### config.mk
export PLATFORM = sky130hd
export DESIGN_NAME = pc_next_stage
export DESIGN_NICKNAME = d
export VERILOG_FILES = /design/src/rtl/riscv_pc_pkg.sv /design/src/rtl/pc_stats_counter.sv /design/src/rtl/pc_next_stage.sv
export SDC_FILE = /design/constraint.sdc
export NUM_CORES = 1
export LEC_CHECK = 0
export BUFFER_PORTS_ARGS = -buffer_cell sky130_fd_sc_hd__buf_2
export CORE_UTILIZATION = 54
export DETAILED_ROUTE_END_ITERATION = 6
export MAX_ROUTING_LAYER = met4
export PLACE_DENSITY = 0.86
export SKIP_LAST_GASP = 1
export SYNTH_ARGS = -nofsm -noshare
export SYNTH_HDL_FRONTEND = slang
export SYNTH_HIERARCHICAL = 1
export SYNTH_SLANG_ARGS = --single-unit
### constraint.sdc
create_clock -name clk -period 4.5 [get_ports clk]
set_input_delay 0.675 -clock clk [delete_from_list [all_inputs] [get_ports clk]]
set_output_delay 0.675 -clock clk [all_outputs]
set_load 0.005 [all_outputs]
### src/rtl/riscv_pc_pkg.sv
// Shared constants and state encoding for the program-counter stage.
//   XLEN             : datapath / PC width in bits
//   PC_STEP          : sequential PC increment in bytes
//   DEFAULT_RESET_PC : PC loaded on reset unless overridden
//   pc_state_t       : PC stage FSM states
package riscv_pc_pkg;

    localparam int unsigned XLEN             = 32;
    localparam int unsigned PC_STEP          = 4;
    localparam int unsigned STATS_W          = 32;
    localparam logic [31:0] DEFAULT_RESET_PC = 32'h0000_0000;

    typedef enum logic [1:0] {
        BOOT  = 2'd0,
        FETCH = 2'd1,
        TRAP  = 2'd2
    } pc_state_t;

endpackage

### src/rtl/pc_stats_counter.sv
// Saturating event counter; holds at all-ones instead of wrapping.
//   clk, rst_n : clock, async active-low reset (clears count)
//   inc        : count one event this cycle
//   count      : registered event count
module pc_stats_counter
    import riscv_pc_pkg::*;
(
    input  logic               clk,
    input  logic               rst_n,
    input  logic               inc,
    output logic [STATS_W-1:0] count
);

    always_ff @(posedge clk or negedge rst_n) begin
        if (!rst_n) begin
            count <= '0;
        end else if (inc && (count != '1)) begin
            count <= count + STATS_W'(1);
        end
    end

endmodule

### src/rtl/pc_next_stage.sv
// Program-counter stage: holds the architectural PC, selects the next PC
// from the sequential increment or the taken-branch target, and issues fetch
// requests over a valid/ready handshake. Misaligned taken targets freeze the
// stage in TRAP until reset.
// Optional build macro PC_BRANCH_STATS_EN adds saturating accept counters.
//   clk, rst_n       : clock, async active-low reset
//   pc_src           : branch taken; selects branch_target on accept
//   branch_target    : branch adder output
//   stall            : hazard hold, overrides if_ready
//   if_ready         : instruction memory accepts the request
//   if_valid         : fetch request valid for pc
//   pc               : current PC / fetch address
//   pc_plus4         : pc + 4 (combinational, wraps modulo 2^XLEN)
//   misalign         : sticky misaligned-target trap flag
//   branch_taken_cnt : [PC_BRANCH_STATS_EN] aligned taken-branch accepts
//   fetch_cnt        : [PC_BRANCH_STATS_EN] all accepts
module pc_next_stage
    import riscv_pc_pkg::*;
#(
    parameter int unsigned             XLEN     = riscv_pc_pkg::XLEN,
    parameter logic [XLEN-1:0]         RESET_PC = XLEN'(DEFAULT_RESET_PC)
) (
    input  logic               clk,
    input  logic               rst_n,
    input  logic               pc_src,
    input  logic [XLEN-1:0]    branch_target,
    input  logic               stall,
    input  logic               if_ready,
    output logic               if_valid,
    output logic [XLEN-1:0]    pc,
    output logic [XLEN-1:0]    pc_plus4,
`ifdef PC_BRANCH_STATS_EN
    output logic [STATS_W-1:0] branch_taken_cnt,
    output logic [STATS_W-1:0] fetch_cnt,
`endif
    output logic               misalign
);

    // Reject a misaligned reset vector at elaboration.
    if (RESET_PC[1:0] != 2'b00) begin : g_reset_pc_check
        $error("pc_next_stage: RESET_PC must be 4-byte aligned");
    end

    pc_state_t       state_q, state_d;
    logic [XLEN-1:0] pc_d;
    logic            accept;
    logic            target_aligned;

    assign accept         = if_valid & if_ready & ~stall;
    assign target_aligned = (branch_target[1:0] == 2'b00);
    assign pc_plus4       = pc + XLEN'(PC_STEP);

    // State, PC and decoded status flags.
    always_ff @(posedge clk or negedge rst_n) begin
        if (!rst_n) begin
            state_q  <= BOOT;
            pc       <= RESET_PC;
            if_valid <= 1'b0;
            misalign <= 1'b0;
        end else begin
            state_q  <= state_d;
            pc       <= pc_d;
            if_valid <= (state_d == FETCH);
            misalign <= (state_d == TRAP);
        end
    end

    // Next-state and next-PC; pc_src only matters in an accept cycle.
    always_comb begin
        state_d = state_q;
        pc_d    = pc;
        unique case (state_q)
            BOOT: begin
                state_d = FETCH;
            end
            FETCH: begin
                if (accept) begin
                    if (!pc_src) begin
                        pc_d = pc_plus4;
                    end else if (target_aligned) begin
                        pc_d = branch_target;
                    end else begin
                        // PC stays on the faulting instruction.
                        state_d = TRAP;
                    end
                end
            end
            TRAP: begin
                state_d = TRAP;
            end
            default: begin
                state_d = BOOT;
            end
        endcase
    end

`ifdef PC_BRANCH_STATS_EN
    logic taken_inc;

    assign taken_inc = accept & pc_src & target_aligned;

    pc_stats_counter u_branch_taken_cnt (
        .clk   (clk),
        .rst_n (rst_n),
        .inc   (taken_inc),
        .count (branch_taken_cnt)
    );

    pc_stats_counter u_fetch_cnt (
        .clk   (clk),
        .rst_n (rst_n),
        .inc   (accept),
        .count (fetch_cnt)
    );
`endif

endmodule
==> run metrics, run 1 <==
fillers=409; CP Capture Type=output port; Netlist Area Pre-Place=2820 um2; clock share of power=16.5%; CP most frequent cell=and3_1; I/O Buffers=102; delay-heaviest family, CP=simple AND/OR/NAND/NOR gates; Post-synth top flop=dfrtp_1; clock latency on the worst-skew pair=0.29 ns; Final Hold Viols=0; clock skew=0.00542 ns; HP Class=input port to asynchronous set/reset pin; P per Cell Area=406 nW/um2; P&R area growth vs syn=17.8%; Syn Nets=367; syn avg cell area=8.57 um2; P_sw=0.570 mW; initial DRC count=256; cells along the critical path=ha_1, and3_1, and4_1, and3_1, xor2_1, buf_2; hold-fix buffers at CTS=0; Crit Path Class=register to output port; I/O pins=103; initial antenna violation count=0; via count=3,007; status=complete, no violations; Setup WS post-layout=1.55 ns; post-route cell area=3320 um2; Yosys cell types=60; Final GP Congestion=0.941; largest net degree at the start of global routing=37; multi-input logic area=1690 um2; die width=74.3 um; switching part of the total=42.3%; Req. time, crit path=3.83 ns; critical path launch point type=register; DIE HEIGHT=74.3 um; Final Setup Violations=0; TritonCTS clock tree=built; Starting Density=57.8%; final net count=444; synthesis-stage register bit count=36; Tot Pwr=1.35 mW; cell taking the most area after synthesis=dfrtp_1; worst-case clock buffer depth=2; Total GRT Usage=31.2%; Seq pwr share=41.9%; dpl ws=1.62 ns; Syn Inst Count=329; row count=25; crit path max fanout=8; period utilisation layout=65.5%; Pleak=1.46 nW; internal power=0.778 mW; CTS sink cnt=36; via/cell ratio=6.36; Slew Limit Fails=0; Overflow after GRT=0; Max IR drop VDD=0.228 mV; Post-DP HPWL=5640 um; Gate power share=41.7%; Worst EP arrival=2.27 ns; clk slew on worst S/H paths=0.07 ns; yosys warns=6; Residual DRC=0; first-pass GRT wire length=12,800 um; top cells by area, synth=dfrtp_1 (32%), xnor2_1 (5.0%), nand4_1 (3.8%); RSZ-0062 raised after global routing=no; vias in the first global route=2,645; # H-tree levels=2; cts bufs inserted=5; # diodes=0; area share of the largest cell type after synthesis=32.0%; CP peak stage delay=0.44 ns; routed wire length=7880 um; # Post-CTS Setup Buffers=0; Crit-path slowest cell=dfrtp_1; post-CTS resize count=0; max cap viols=0; FF+latch area=901 um2; Slew @ Worst Pin=0.818 ns; layout cells sized above 1=33.5%; die area=5510 um2; min Tclk post-route=2.95 ns; Buf/Inv on CP=1; register area share after synthesis=32.0%; Post-synth ARST share=100%; total negative slack=0 ns; post-route ant nets=0; DR WL/cell=16.6 um; Clk Tree Root Cell=clkbuf_8; Max Clk Rate=0.339 GHz; EDFF count, synth=0; Rel. slew slack=45.5%; Area after DPL=3240 um2; drt first pass iters=6; core area=4880 um2
==> worst reg2reg max path, cell delays in order (launching register included) <==
cell     delay, ns
dfrtp_1       0.39
and4b_1       0.46
nand3_1       0.66
a22o_1        0.44
or3_1         0.36
==> routing by layer <==
| layer | wire length (um) | track usage, % |
|---|---|---|
| met1 | 3460 | 43.0 |
| met2 | 3560 | 47.7 |
| met3 | 694 | 4.88 |
| met4 | 159 | 8.81 |
| met5 | 0 | - |
==> power groups by stage <==
| stage | logic, mW | clock network, mW | registers (mW) |
|---|---|---|---|
| 5_1_grt | 0.634 | 0.234 | 0.583 |
| 2_1_floorplan | 0.417 | 0 | 0.499 |
| 3_5_place_dp | 0.559 | 0 | 0.565 |
| 4_1_cts | 0.562 | 0.224 | 0.560 |
| 6_report | 0.562 | 0.222 | 0.565 |
| 3_3_place_gp | 0.547 | 0 | 0.560 |
==> layout make-up <==
| type | count | area share [%] |
|---|---|---|
| multi-input combinational | 248 | 50.9 |
| inverter | 11 | 1.24 |
| tap | 67 | 2.53 |
| clock buffer | 6 | 2.19 |
| sequential | 36 | 27.1 |
| timing repair buffer | 104 | 15.8 |
| clock inverter | 1 | 0.151 |
==> flip-flops by register name, summed over array words and instances (netlist names) <==
name / count
misalign: 1
if_valid: 1
state_q: 2
pc: 32
==> metrics by stage <==
step | util, % | hold slack [ns] | instances
global route | 68.0 | 0.545 | 473
global placement | 66.4 | 0.480 | 466
detailed placement | 66.4 | 0.488 | 466
finish | 68.0 | 0.476 | 473
CTS | 68.0 | 0.506 | 473
floorplan | - | 0.379 | 329
==> cell families (layout without fill, tap and decap cells) <==
family                     Yosys count  in the layout  synth area share [%]
adders and majority gates            1              1                 0.444
buffers and inverters               45            122                  8.08
DFF                                 36             36                  32.0
AOI/OAI and AO/OA                   82             82                  20.8
and+or+nand+nor                    138            138                  30.2
xor gates and xnor gates            25             25                  7.77
muxes                                2              2                 0.710
==> Yosys cell counts, types with 8 or more instances <==
cell type / n
xor2_1: 9
clkbuf_1: 8
nand2_1: 15
nor2_1: 18
dfrtp_1: 36
buf_2: 16
nor4_1: 11
o22ai_1: 10
inv_1: 9
nor3_1: 10
o21ai_0: 11
xnor2_1: 16
nand4_1: 17
and3_1: 13
a21oi_1: 13
nand3_1: 19
==> path summary, 6_finish.rpt <==
kind                                      start                   end  slack, ns  cells past startpoint
setup / recovery              pc[3]$_DFFE_PN0P_          pc_plus4[22]       1.55                      6
hold / removal                            rst_n    pc[21]$_DFFE_PN0P_       0.48                      1
setup reg to reg           state_q[0]$_DFF_PN0_    pc[20]$_DFFE_PN0P_       2.07                      4
hold reg to reg            state_q[0]$_DFF_PN0_  state_q[1]$_DFF_PN0_       0.50                      1
max in group asynchronous                 rst_n    pc[11]$_DFFE_PN0P_       3.51                      1
min in group clk           state_q[0]$_DFF_PN0_  state_q[1]$_DFF_PN0_       0.50                      1
==> cells in the final DEF (no fill, tap or decap), types with 11 or more instances in the layout <==
cell type and n:
xnor2_1 16, dfrtp_1 36, nand3_1 19, o21ai_0 11, nand2_1 15, and3_1 13
buf_2 102, nand4_1 17, nor4_1 11, nor2_1 18, a21oi_1 13
Note: power is estimated with default switching activity, not from simulation.
==> inputs of run 2 (changes only) <==
--- a/config.mk
+++ b/config.mk
@@ -6,10 +6,10 @@
 export NUM_CORES = 1
 export LEC_CHECK = 0
 export BUFFER_PORTS_ARGS = -buffer_cell sky130_fd_sc_hd__buf_2
-export CORE_UTILIZATION = 54
+export CORE_UTILIZATION = 45
 export DETAILED_ROUTE_END_ITERATION = 6
 export MAX_ROUTING_LAYER = met4
-export PLACE_DENSITY = 0.86
+export PLACE_DENSITY = 0.77
 export SKIP_LAST_GASP = 1
 export SYNTH_ARGS = -nofsm -noshare
 export SYNTH_HDL_FRONTEND = slang
==> constraint.sdc (replaced) <==
create_clock -name clk -period 2.6 [get_ports clk]
set_input_delay 0.39 -clock clk [delete_from_list [all_inputs] [get_ports clk]]
set_output_delay 0.39 -clock clk [all_outputs]
set_load 0.005 [all_outputs]
==> run metrics, run 2 (same netlist as run 1, synthesis figures left out) <==
die area=6580 um2; Pleak=1.51 nW; Reg with most FFs=pc; core area=5990 um2; crit path max fanout=9; final net count=453; RSZ-0062 raised after global routing=yes; post-route ant nets=0; Top Registers=pc: 32 flops, state_q: 2 flops; commonest non-fill, non-tap cells in the layout=buf_2 (102), dfrtp_1 (33), nand3_1 (19); reg2reg path depth=4; Area after DPL=3320 um2; fillers=563; Max IR drop VDD=0.389 mV; via count=3,039; CP Capture Type=output port; Final Setup Violations=0; Crit Path Class=register to output port; initial antenna violation count=0; Final Instance Count excl. Fillers=491; placed cells=483; via/cell ratio=6.19; most common cell after layout, fill and taps aside=buf_2; period utilisation layout=97.0%; first-pass GRT wire length=13,400 um; clock skew=0.00340 ns; hold-fix buffers at CTS=0; P&R area growth vs syn=21.7%; Clk Tree Root Cell=clkbuf_8; TritonCTS clock tree=built; Residual DRC=0; # diodes=0; multi-input logic area=1710 um2; largest net degree at the start of global routing=37; status=complete, no violations; Final GP Congestion=0.924; drt first pass iters=5; Req. time, crit path=2.21 ns; DR WL/cell=17.7 um; I/O Buffers=102; Final Hold Viols=0; clock latency on the worst-skew pair=0.29 ns; Slew @ Worst Pin=0.860 ns; CTS sink cnt=36; Total GRT Usage=27.8%; layout cells sized above 1=36.5%; P per Cell Area=715 nW/um2; min Tclk post-route=2.52 ns; Max Clk Rate=0.397 GHz; FF+latch area=905 um2; # H-tree levels=2; Overflow after GRT=0; initial DRC count=308; max reg flops=32; cts bufs inserted=5; clk slew on worst S/H paths=0.07 ns; Starting Density=47.1%; max cap viols=0; DIE HEIGHT=81.1 um; Rel. slew slack=42.7%; I/O pins=103; routed wire length=8690 um; row count=28; post-route cell area=3430 um2; worst-case clock buffer depth=2; critical path launch point type=register; Worst EP arrival=2.13 ns; Layout Utilization=57.2%; Post-DP HPWL=6300 um; die width=81.1 um; vias in the first global route=2,633; Slew Limit Fails=0; HP Class=input port to asynchronous set/reset pin; Tot Pwr=2.45 mW
-- run 2: cell types whose count changed in the layout (fill, tap and decap cells not counted), moves of 2 or more --
cell / before / now
dfrtp_2: 0 / 3
buf_4: 2 / 11
dfrtp_1: 36 / 33
and4_2: 0 / 2
and4_1: 6 / 4
-- run 2: final cells by class --
| class | instances | share of cell area [%] |
|---|---|---|
| Multi-Input combinational cell | 248 | 49.8 |
| Tap cell | 75 | 2.74 |
| Clock buffer | 8 | 2.63 |
| Inverter | 11 | 1.20 |
| Timing Repair Buffer | 113 | 17.3 |
| Sequential cell | 36 | 26.4 |
-- run 2: per-layer routing --
metal | vias to the layer above | global-route usage, % | routed length (um)
li1 | 1418 | - | -
met1 | 1433 | 38.6 | 3870
met2 | 170 | 41.4 | 3910
met3 | 18 | 4.27 | 760
met4 | 0 | 8.39 | 153
met5 | - | - | 0
-- run 2: per-stage QoR --
step / hold WS [ns] / worst slack (ns) / TNS [ns]
detailed placement: 0.487 / 0.247 / 0
finish: 0.206 / 0.0793 / 0
global placement: 0.486 / 0.334 / 0
floorplan: 0.0944 / 0.473 / 0
CTS: 0.224 / 0.00906 / 0
global route: 0.269 / -0.0133 / -0.0133
-- run 2: final timing paths --
check	from	end	slack, ns
max	pc[6]$_DFFE_PN0P_	pc_plus4[19]	0.08
min	rst_n	pc[21]$_DFFE_PN0P_	0.21
max reg2reg	state_q[0]$_DFF_PN0_	pc[20]$_DFFE_PN0P_	0.58
max in group asynchronous	rst_n	pc[4]$_DFFE_PN0P_	1.81
min reg2reg	state_q[0]$_DFF_PN0_	misalign$_DFF_PN0_	0.50
min in group clk	branch_target[5]	pc[5]$_DFFE_PN0P_	0.33
-- run 2: critical path, stage by stage, from the launching register on --
cell     delay (ns)
dfrtp_1        0.47
and4_2         0.43
nand3_1        0.21
or3_4          0.45
xnor2_1        0.14
buf_2          0.13
-- run 2: repair_timing --
action	in CTS	in global routing
setup buffers	0	0
setup endpoints to repair	5	7
resized for setup	3	5
-- run 2: power breakdown --
part	total [mW]	leakage, nW	switching (mW)	internal, mW
clock network	0.421	0.0455	0.205	0.216
logic	1.06	1.04	0.551	0.511
registers	0.970	0.419	0.270	0.700
